==> config.mk <==
export PLATFORM = sky130hd
export DESIGN_NAME = decode_stage_hs
export DESIGN_NICKNAME = d
export VERILOG_FILES = /design/src/rtl/decode_stage_hs.sv
export SDC_FILE = /design/constraint.sdc
export NUM_CORES = 1
export LEC_CHECK = 0
export BUFFER_PORTS_ARGS = -buffer_cell sky130_fd_sc_hd__buf_2
export CELL_PAD_IN_SITES_DETAIL_PLACEMENT = 1
export CELL_PAD_IN_SITES_GLOBAL_PLACEMENT = 1
export CORE_MARGIN = 1
export CORE_UTILIZATION = 34
export CTS_CLUSTER_DIAMETER = 100
export CTS_CLUSTER_SIZE = 30
export DETAILED_ROUTE_END_ITERATION = 8
export GPL_TIMING_DRIVEN = 0
export PLACE_DENSITY = 0.89
export SYNTH_ARGS = -nofsm -noshare
export SYNTH_HDL_FRONTEND = slang
export SYNTH_SLANG_ARGS = --single-unit
==> constraint.sdc <==
create_clock -name clk -period 2.9 [get_ports clk]
set_clock_uncertainty 0.05 [all_clocks]
set_input_delay 0.145 -clock clk [delete_from_list [all_inputs] [get_ports clk]]
set_output_delay 0.145 -clock clk [all_outputs]
set_load 0.1 [all_outputs]
==> src/rtl/decode_stage_hs.sv <==
// rtl/decode_stage_hs.sv - RV32I/RV64I decode stage with valid/ready handshake, flush and illegal counter.
// Optional M-extension decode is enabled by defining DECODE_MEXT_EN.
`timescale 1ns/1ps
module decode_stage_hs #(
    parameter int XLEN  = 32,
    parameter int ALU_W = 4,
    parameter int CNT_W = 16
) (
    input  logic             clk,
    input  logic             rst_n,
    input  logic             flush,
    input  logic             in_valid,
    output logic             in_ready,
    input  logic [31:0]      ir,
    input  logic [XLEN-1:0]  pc_in,
    output logic             out_valid,
    input  logic             out_ready,
    output logic [4:0]       srcreg1_num,
    output logic [4:0]       srcreg2_num,
    output logic [4:0]       dstreg_num,
    output logic [XLEN-1:0]  imm,
    output logic [ALU_W-1:0] alucode,
    output logic             using_r2,
    output logic             using_pc,
    output logic             write_reg,
    output logic [2:0]       info_load,
    output logic [1:0]       info_store,
    output logic [3:0]       info_branch,
    output logic [XLEN-1:0]  pc_out,
    output logic [4:0]       ereg1_addr,
    output logic [4:0]       ereg2_addr,
    output logic             illegal,
`ifdef DECODE_MEXT_EN
    output logic             is_muldiv,
    output logic [2:0]       muldiv_op,
`endif
    output logic [CNT_W-1:0] illegal_cnt
);

    localparam logic [ALU_W-1:0] ALU_ADD    = ALU_W'(0);
    localparam logic [ALU_W-1:0] ALU_SUB    = ALU_W'(1);
    localparam logic [ALU_W-1:0] ALU_SLL    = ALU_W'(2);
    localparam logic [ALU_W-1:0] ALU_SLT    = ALU_W'(3);
    localparam logic [ALU_W-1:0] ALU_SLTU   = ALU_W'(4);
    localparam logic [ALU_W-1:0] ALU_XOR    = ALU_W'(5);
    localparam logic [ALU_W-1:0] ALU_SRL    = ALU_W'(6);
    localparam logic [ALU_W-1:0] ALU_SRA    = ALU_W'(7);
    localparam logic [ALU_W-1:0] ALU_OR     = ALU_W'(8);
    localparam logic [ALU_W-1:0] ALU_AND    = ALU_W'(9);
    localparam logic [ALU_W-1:0] ALU_LUI    = ALU_W'(10);
    localparam logic [ALU_W-1:0] ALU_UNUSED = {ALU_W{1'b1}};

    localparam logic [2:0] LD_NOT = 3'b111;
    localparam logic [1:0] ST_SB = 2'd1, ST_SH = 2'd2, ST_SW = 2'd3, ST_NOT = 2'd0;
    localparam logic [3:0] BR_NOT = 4'd0, BR_EQ = 4'd1, BR_NE = 4'd2, BR_LT = 4'd3, BR_GE = 4'd4,
                           BR_LTU = 4'd5, BR_GEU = 4'd6, BR_JAL = 4'd7, BR_JALR = 4'd8;

    localparam logic [6:0] OPC_OPIMM = 7'h13, OPC_OP = 7'h33, OPC_LUI = 7'h37, OPC_AUIPC = 7'h17,
                           OPC_JAL = 7'h6F, OPC_JALR = 7'h67, OPC_BRANCH = 7'h63,
                           OPC_STORE = 7'h23, OPC_LOAD = 7'h03;

    typedef struct packed {
        logic             ill;
        logic [4:0]       dst;
        logic [XLEN-1:0]  imm;
        logic [ALU_W-1:0] alu;
        logic             r2;
        logic             pcu;
        logic             wr;
        logic [2:0]       ld;
        logic [1:0]       st;
        logic [3:0]       br;
        logic [4:0]       e1;
        logic [4:0]       e2;
`ifdef DECODE_MEXT_EN
        logic             md;
        logic [2:0]       mop;
`endif
    } ctrl_t;

    function automatic ctrl_t clear_ctrl();
        ctrl_t c;
        c     = '0;
        c.alu = ALU_UNUSED;
        c.ld  = LD_NOT;
        c.st  = ST_NOT;
        c.br  = BR_NOT;
        return c;
    endfunction

    logic             valid_q;
    ctrl_t            ctrl_q;
    ctrl_t            dec;
    logic [XLEN-1:0]  pc_q;
    logic [CNT_W-1:0] cnt_q;

    logic [6:0]      opc;
    logic [2:0]      f3;
    logic [6:0]      f7;
    logic [4:0]      rs1, rs2;
    logic [5:0]      shamt6;
    logic            sh_zero, sh_alt;
    logic [XLEN-1:0] imm_i, imm_s, imm_b, imm_u, imm_j;

    assign opc = ir[6:0];
    assign f3  = ir[14:12];
    assign f7  = ir[31:25];
    assign rs1 = ir[19:15];
    assign rs2 = ir[24:20];

    assign imm_i = XLEN'($signed(ir[31:20]));
    assign imm_s = XLEN'($signed({ir[31:25], ir[11:7]}));
    assign imm_b = XLEN'($signed({ir[31], ir[7], ir[30:25], ir[11:8], 1'b0}));
    assign imm_u = XLEN'($signed({ir[31:12], 12'b0}));
    assign imm_j = XLEN'($signed({ir[31], ir[19:12], ir[20], ir[30:21], 1'b0}));

    // On RV64 bit 25 belongs to the 6-bit shamt, so only ir[31:26] is reserved.
    assign shamt6  = (XLEN == 64) ? ir[25:20] : {1'b0, ir[24:20]};
    assign sh_zero = (XLEN == 64) ? (ir[31:26] == 6'b000000) : (f7 == 7'b0000000);
    assign sh_alt  = (XLEN == 64) ? (ir[31:26] == 6'b010000) : (f7 == 7'b0100000);

    always_comb begin
        dec     = clear_ctrl();
        dec.dst = ir[11:7];
        case (opc)
            OPC_OPIMM: begin
                dec.wr  = 1'b1;
                dec.e1  = rs1;
                dec.imm = imm_i;
                case (f3)
                    3'b000: dec.alu = ALU_ADD;
                    3'b010: dec.alu = ALU_SLT;
                    3'b011: dec.alu = ALU_SLTU;
                    3'b100: dec.alu = ALU_XOR;
                    3'b110: dec.alu = ALU_OR;
                    3'b111: dec.alu = ALU_AND;
                    3'b001: begin
                        dec.alu = ALU_SLL;
                        dec.imm = XLEN'(shamt6);
                        dec.ill = !sh_zero;
                    end
                    default: begin
                        dec.alu = ir[30] ? ALU_SRA : ALU_SRL;
                        dec.imm = XLEN'(shamt6);
                        dec.ill = !(sh_zero || sh_alt);
                    end
                endcase
            end
            OPC_OP: begin
                dec.wr = 1'b1;
                dec.r2 = 1'b1;
                dec.e1 = rs1;
                dec.e2 = rs2;
                if (f7 == 7'b0000000) begin
                    case (f3)
                        3'b000:  dec.alu = ALU_ADD;
                        3'b001:  dec.alu = ALU_SLL;
                        3'b010:  dec.alu = ALU_SLT;
                        3'b011:  dec.alu = ALU_SLTU;
                        3'b100:  dec.alu = ALU_XOR;
                        3'b101:  dec.alu = ALU_SRL;
                        3'b110:  dec.alu = ALU_OR;
                        default: dec.alu = ALU_AND;
                    endcase
                end else if (f7 == 7'b0100000 && f3 == 3'b000) begin
                    dec.alu = ALU_SUB;
                end else if (f7 == 7'b0100000 && f3 == 3'b101) begin
                    dec.alu = ALU_SRA;
`ifdef DECODE_MEXT_EN
                end else if (f7 == 7'b0000001) begin
                    dec.md  = 1'b1;
                    dec.mop = f3;
`endif
                end else begin
                    dec.ill = 1'b1;
                end
            end
            OPC_LUI: begin
                dec.wr  = 1'b1;
                dec.alu = ALU_LUI;
                dec.imm = imm_u;
            end
            OPC_AUIPC: begin
                dec.wr  = 1'b1;
                dec.pcu = 1'b1;
                dec.alu = ALU_ADD;
                dec.imm = imm_u;
            end
            OPC_JAL: begin
                dec.wr  = 1'b1;
                dec.pcu = 1'b1;
                dec.alu = ALU_ADD;
                dec.imm = imm_j;
                dec.br  = BR_JAL;
            end
            OPC_JALR: begin
                dec.wr  = 1'b1;
                dec.alu = ALU_ADD;
                dec.imm = imm_i;
                dec.br  = BR_JALR;
                dec.e1  = rs1;
                dec.ill = (f3 != 3'b000);
            end
            OPC_BRANCH: begin
                dec.pcu = 1'b1;
                dec.alu = ALU_ADD;
                dec.imm = imm_b;
                dec.e1  = rs1;
                dec.e2  = rs2;
                case (f3)
                    3'b000:  dec.br = BR_EQ;
                    3'b001:  dec.br = BR_NE;
                    3'b100:  dec.br = BR_LT;
                    3'b101:  dec.br = BR_GE;
                    3'b110:  dec.br = BR_LTU;
                    3'b111:  dec.br = BR_GEU;
                    default: dec.ill = 1'b1;
                endcase
            end
            OPC_STORE: begin
                // The 2-bit store code has no slot left for a doubleword store.
                dec.alu = ALU_ADD;
                dec.imm = imm_s;
                dec.e1  = rs1;
                dec.e2  = rs2;
                case (f3)
                    3'b000:  dec.st = ST_SB;
                    3'b001:  dec.st = ST_SH;
                    3'b010:  dec.st = ST_SW;
                    default: dec.ill = 1'b1;
                endcase
            end
            OPC_LOAD: begin
                dec.wr  = 1'b1;
                dec.alu = ALU_ADD;
                dec.imm = imm_i;
                dec.e1  = rs1;
                dec.ld  = f3;
                dec.ill = (XLEN == 64) ? (f3 == 3'b111)
                                       : (f3 == 3'b011 || f3 == 3'b110 || f3 == 3'b111);
            end
            default: dec.ill = 1'b1;
        endcase
        if (dec.ill || ir[1:0] != 2'b11) begin
            dec     = clear_ctrl();
            dec.dst = ir[11:7];
            dec.ill = 1'b1;
        end
    end

    assign in_ready = !valid_q || out_ready;

    always_ff @(posedge clk) begin
        if (!rst_n) begin
            valid_q <= 1'b0;
            ctrl_q  <= clear_ctrl();
            pc_q    <= '0;
            cnt_q   <= '0;
        end else if (flush) begin
            valid_q <= 1'b0;
            ctrl_q  <= clear_ctrl();
        end else if (in_ready) begin
            if (in_valid) begin
                valid_q <= 1'b1;
                ctrl_q  <= dec;
                pc_q    <= pc_in;
                if (dec.ill && cnt_q != {CNT_W{1'b1}}) begin
                    cnt_q <= cnt_q + 1'b1;
                end
            end else begin
                valid_q <= 1'b0;
                ctrl_q  <= clear_ctrl();
            end
        end
    end

    assign srcreg1_num = rs1;
    assign srcreg2_num = rs2;
    assign out_valid   = valid_q;
    assign illegal     = ctrl_q.ill;
    assign dstreg_num  = ctrl_q.dst;
    assign imm         = ctrl_q.imm;
    assign alucode     = ctrl_q.alu;
    assign using_r2    = ctrl_q.r2;
    assign using_pc    = ctrl_q.pcu;
    assign write_reg   = ctrl_q.wr;
    assign info_load   = ctrl_q.ld;
    assign info_store  = ctrl_q.st;
    assign info_branch = ctrl_q.br;
    assign ereg1_addr  = ctrl_q.e1;
    assign ereg2_addr  = ctrl_q.e2;
    assign pc_out      = pc_q;
    assign illegal_cnt = cnt_q;
`ifdef DECODE_MEXT_EN
    assign is_muldiv   = ctrl_q.md;
    assign muldiv_op   = ctrl_q.mop;
`endif

endmodule
Word-level counts from Yosys, hierarchy flattened
Cells that the tools add are included.

storage, ports and cells
  output and inout bits = 124
  word-level logic and storage cells = 94
  bits in registers = 113
  input port bits = 69

cells by class
  eq/ne operators = 19
  bitwise operators = 2
  add/sub/neg operators = 1
  mux-type cells = 29
  reductions and logical operators = 28

operators by type and width
  operator               count
  $pmux 32 s6            1
  $mux 64                2
  $pmux 4 s7             2
  $mux 32                1
  $eq 7x6->1 const B     4
  $reduce_or 6->1        4
  $eq 7x7->1 const B     3
  $pmux 3 s6             1
  $add 16x1->16 const B  1
  $ne 16x16->1 const B   1
  $pmux 4 s4             1
  $eq 7x5->1 const B     2
  $eq 3x3->1 const B     4
  $mux 4                 3
  $pmux 4 s3             1
  $reduce_or 3->1        4
  $mux 1                 10
  $mux 5                 2
  $eq 7x2->1 const B     1
  $logic_not 7->1        1
  $pmux 1 s7             1
  $reduce_or 7->1        1
  $eq 3x2->1 const B     2
  $pmux 2 s3             1
  14 further kinds       25

Depth between registers and ports, before layout
  depth after elaboration = 10
  gate-level depth with buffers = 10
  depth with buffers taken out = 7

Worst setup path after synthesis
Ideal clock, no wire load.

  kind = flip-flop to flip-flop
  start point = register valid_q (netlist: out_valid)
  end point = register cnt_q[11] (netlist: illegal_cnt[11])
  clock period less this slack = 2896 ps
  stages on the path, launching flop included = 10
  library setup time = 70 ps
  data arrival time = 2775 ps
  setup slack = 4 ps
  required time = 2780 ps
  path buffers = 2
  path through = dfxtp_1 -> nor2b_1 -> inv_2 -> buf_4 -> nand3b_2 -> a31o_2 -> or2_1 -> clkbuf_1 -> or4_1 -> a21oi_1

between the ends
  word-level cells in the longest chain between the ends = 3

RTL lines
  item                               line  RTL
  start: declaration                 91    logic valid_q;
  start signal: assignment           255   valid_q <= 1'b0;
  start signal: assignment           260   valid_q <= 1'b0;
  start signal: assignment           264   valid_q <= 1'b1;
  $logic_not 1->1                    251   assign in_ready = !valid_q || out_ready;
  $logic_or 1x1->1                   251
  via in_ready                       13    output logic in_ready,
  $reduce_and 4->1 (no source line)  n/a
  end signal: assignment             268   cnt_q <= cnt_q + 1'b1;
  end: declaration                   95    logic [CNT_W-1:0] cnt_q;

The timed path passes the listed nets, and every way through them passes these cells.
A chain may end at the register's enable or synchronous reset.

Final worst setup path
  start point = input port ir[27]
  end point = register ctrl_q, in the netlist imm[18]

between the ends
  word-level cells in the longest chain between the ends = 9
  elaborated cells between the ends (all ways) = 15
  classes of those cells = 1 x eq/ne; 7 x mux; 7 x reduce/logical

RTL lines
  item                    line           RTL
  start: declaration      14             input logic [31:0] ir,
  $eq 7x6->1              120, 165, 167
  $logic_and 1x1->1       167            end else if (f7 == 7'b0100000 && f3 == 3'b101) begin
  $mux 1                  167
  $mux 1                  165            end else if (f7 == 7'b0100000 && f3 == 3'b000) begin
  $mux 1                  154            if (f7 == 7'b0000000) begin
  $pmux 1 s7 (*)          125            case (opc)
  $logic_or 1x1->1 (*)    244            if (dec.ill || ir[1:0] != 2'b11) begin
  $mux 64 (*)             244
  $mux 64 (*)             263            if (in_valid) begin
  end signal: assignment  256            ctrl_q <= clear_ctrl();
  end signal: assignment  261            ctrl_q <= clear_ctrl();
  end signal: assignment  272            ctrl_q <= clear_ctrl();
  end: declaration        92             ctrl_t ctrl_q;

Every way passes the cells marked *; elsewhere a longest branch is shown, timed or not.

==> results list <==
- After synthesis, the netlist uses 57 different library cells.
* Area share of the largest cell type after synthesis: 0.458
- Total CTS buffers: 17
* Synth warn: 0
- Post-DP HPWL: roughly 13 mm
- Part of the Yosys area used for sequential elements: 0.458
- Final count of pins violating max slew: 0
- The number of antenna violations at the first check in global routing was 0.
- Global routing finished with a remaining overflow of 0.
- The number of nets handed over by synthesis was 683.
- First-pass GRT wire length: about 33 mm
* Final Cell Area: 7250 um2
* Cell area reported after detailed placement: 6110 um2
- Setup repair after global routing left no endpoint under its margin.
- The worst hold path was traced through 3 stages.
- Die span in x: 123 um
- # port buffers: 189
* Flops & latches, synth: between 100 and 150
- The setup path with the least slack is of type in -> reg.
- Required time at the worst-slack endpoint: 3.16 ns
- Across all layers, the routed design uses just under 6000 vias.
- After clock tree synthesis, the clock-pin slew on the worst setup and hold paths is 0.06 ns.
* Critical path arrival: 3.01 ns
- Master cell of the clock root buffer: clkbuf_16
- Final hold violation count: 0
- The worst hold path belongs to the class in -> reg.
* Final critical-path share of the clock period: 0.947
- Headroom to the max-slew limit came out at 0.330.
- Of all cell types, the one taking the most synthesized area is dfxtp_1.
- Share of synthesized registers carrying an async set or reset: 0
- Cell Area, Synth: approximately 4900 um2
* Setup crit start kind: input port
- TritonCTS built the clock tree.
- In this run the register-to-register setup slack is between 0.2 and 0.25 ns.
- Leakage: 0.00308 uW
- The most used flip-flop cell after synthesis is dfxtp_1.
* Launch instance of the worst register-to-register path: out_valid
- DRC errors left: 0
- The worst register-to-register path has a depth of 7.
* Endpoint, Worst Hold: imm[26]
- Across the run, the number of max-cap violations was 0.
- Endpoint of the worst register-to-register path: imm[18]
* Number of detailed-route iterations in the first pass: 5
- The detail route stage leaves a number of antenna-violating nets equal to 0.
- Via count of the first global-routing pass: 6253
- The routed design could run at a clock period as short as 2.75 ns.
- For this run, the share of the core covered by cells in the final layout is 0.516.
- CTS built an H-tree with a depth of 4.
* Highest clock frequency the design can meet: 0.364 GHz
* Hold_sp: ir[26]
- Setup violations remaining at the end of the flow were counted as 0.
- After detailed routing, the total wire length is 21.2 mm.
- For this design, the sink count on the clock tree is approximately 110.
- GR Util All Layers: 0.288
* Number of nets in the layout: 946
- From synthesis to final layout, the design area changed by 46.8%.
- Endpoint type of the worst setup path: flop
- Synth Area per Inst: just over 8 um2
- Counting flops with a built-in enable in the synthesized netlist gives 0.
- WL/cell: 19.8 um
* Worst-Skew Late Latency: between 0.4 and 0.5 ns
- Slew at the pin closest to its max-slew limit: roughly 1 ns
* Number of DRC markers after the initial detailed-route iteration: 428
* VDD IR max: 0.000398 V
- The run finished with clean final reports.
- Max Fanout on Critical Path: 10
* Starting utilization of the core area: 0.352
- In this run the count of I/O pins placed on the die edge is roughly 190.
- Maximum number of pins on one net before global-route repair: 17
- In this run the core area contains 43 standard-cell rows.
- Post-CTS setup repair buffer count: 0
* Setup_tns: 0 ns
- Floorplan die height: 123 um
- The core region is roughly 14000 um2.
- Number of diodes added for antenna fixing: 0
- In the final layout, the share of cells above drive strength 1 is 0.280.
* Cell count after synthesis: 613
* Power density over the cells: between 500 and 600 nW/um2
- Die Footprint: 15000 um2
- Ranked by total cell area, the synthesized netlist is headed by dfxtp_1 46%, nand2_1 9.3%, a21oi_1 8.3%.
- Routed vias/inst: 5.51
- Routability cong.: 0.865
- Number of buffers between clock root and the deepest sink: 2
-- cell usage after synthesis (4+ instances only) --
cell	n
nand2_1	123
dfxtp_1	113
a21oi_1	82
o21ai_0	35
clkbuf_1	30
nor2_1	29
nand3_1	22
a22o_1	16
buf_4	13
o31ai_1	13
or4_1	11
o21ai_1	9
and2_1	8
inv_1	7
nand2b_1	7
a31oi_1	6
nor2b_1	6
a22oi_1	5
nor3_1	5
and3_1	4
and4_1	4
nor4_1	4
-- cells by family after synthesis --
group,share of synthesized area
adders and majority gates,0.00253
AOI/OAI and AO/OA,0.240
muxes,0.00405
and+or+nand+nor,0.229
DFF,0.458
buffers and inverters,0.0593
xor gates and xnor gates,0.00710
-- report_power, final --
group          leakage, uW  switching, uW  internal (uW)
Sequential        0.000915           17.4           1580
Clock             0.000271            776           1280
Combinational      0.00189            448            165
-- metrics by stage --
step / total power (uW) / hold WS, ns / setup WS, ns / cells
2_1_floorplan: 2010 / 0.221 / 0.00404 / 613
3_3_place_gp: 2150 / 0.336 / 0.161 / 982
3_5_place_dp: 2160 / 0.347 / 0.118 / 982
4_1_cts: 4270 / 0.0181 / 0.0292 / 1069
5_1_grt: 4400 / 0.0874 / 0.0423 / 1069
6_report: 4270 / 0.0411 / 0.153 / 1069
-- timing repair --
| item | in CTS | in global routing |
|---|---|---|
| resized for setup | 0 | 3 |
| hold buffers | 55 | 0 |
| hold endpoints to repair | 60 | 0 |
| endpoints found under the setup margin | 0 | 46 |
-- routing by layer --
metal | vias to the layer above | global-route usage | wire length [um]
met3 | 50 | 0.0883 | 1670
met4 | 0 | 0.145 | 690
met2 | 286 | 0.508 | 10600
met5 | - | 0 | 0
met1 | 2845 | 0.310 | 8240
li1 | 2704 | - | -
-- worst max-delay path by stage --
stage	from	end	slack, ns
6_report	ir[27]	imm[18]	0.15
5_1_grt	ir[27]	imm[18]	0.04
4_1_cts	ir[27]	info_load[1]	0.03
3_5_place_dp	ir[31]	info_load[1]	0.12
3_3_place_gp	ir[31]	info_load[1]	0.16
2_1_floorplan	out_valid	illegal_cnt[11]	0.004
-- critical path: stages --
cell and delay (ns):
dlygate4sd3_1 0.54, buf_2 0.16, or4_1 0.49, o311ai_1 0.30, a22o_2 0.29, o2111ai_1 0.35
clkbuf_1 0.38, o21ai_1 0.36
-- layout make-up --
cell class / instances / area, um2
Clock buffer: 19 / 443
Multi-Input combinational cell: 440 / 2390
Buffer: 51 / 259
Inverter: 9 / 33.8
Sequential cell: 113 / 2260
Tap cell: 180 / 225
Fill cell: 1713 / 6790
Clock inverter: 13 / 139
Timing Repair Buffer: 244 / 1500
-- cells in the final DEF, fill, tap and decap left out, types with 3 or more instances in the layout --
master         instances
buf_2                192
nand2_1              123
dfxtp_1              113
a21oi_1               82
dlygate4sd3_1         55
o21ai_0               34
clkbuf_1              31
nor2_1                29
nand3_1               22
clkbuf_16             17
a22o_1                16
buf_4                 13
o31ai_1               13
or4_1                 11
o21ai_1                9
and2_1                 8
nand2b_1               7
inv_1                  7
nor2b_1                6
a31oi_1                6
nor3_1                 5
a22oi_1                5
clkinvlp_4             5
and4_1                 4
and3_1                 4
buf_1                  3
a311oi_1               3
and3b_1                3
or3_1                  3
nor4_1                 3
o211ai_1               3
o22a_1                 3
clkinv_2               3
clkinv_4               3
No activity file was read; power rests on OpenSTA's default activity.
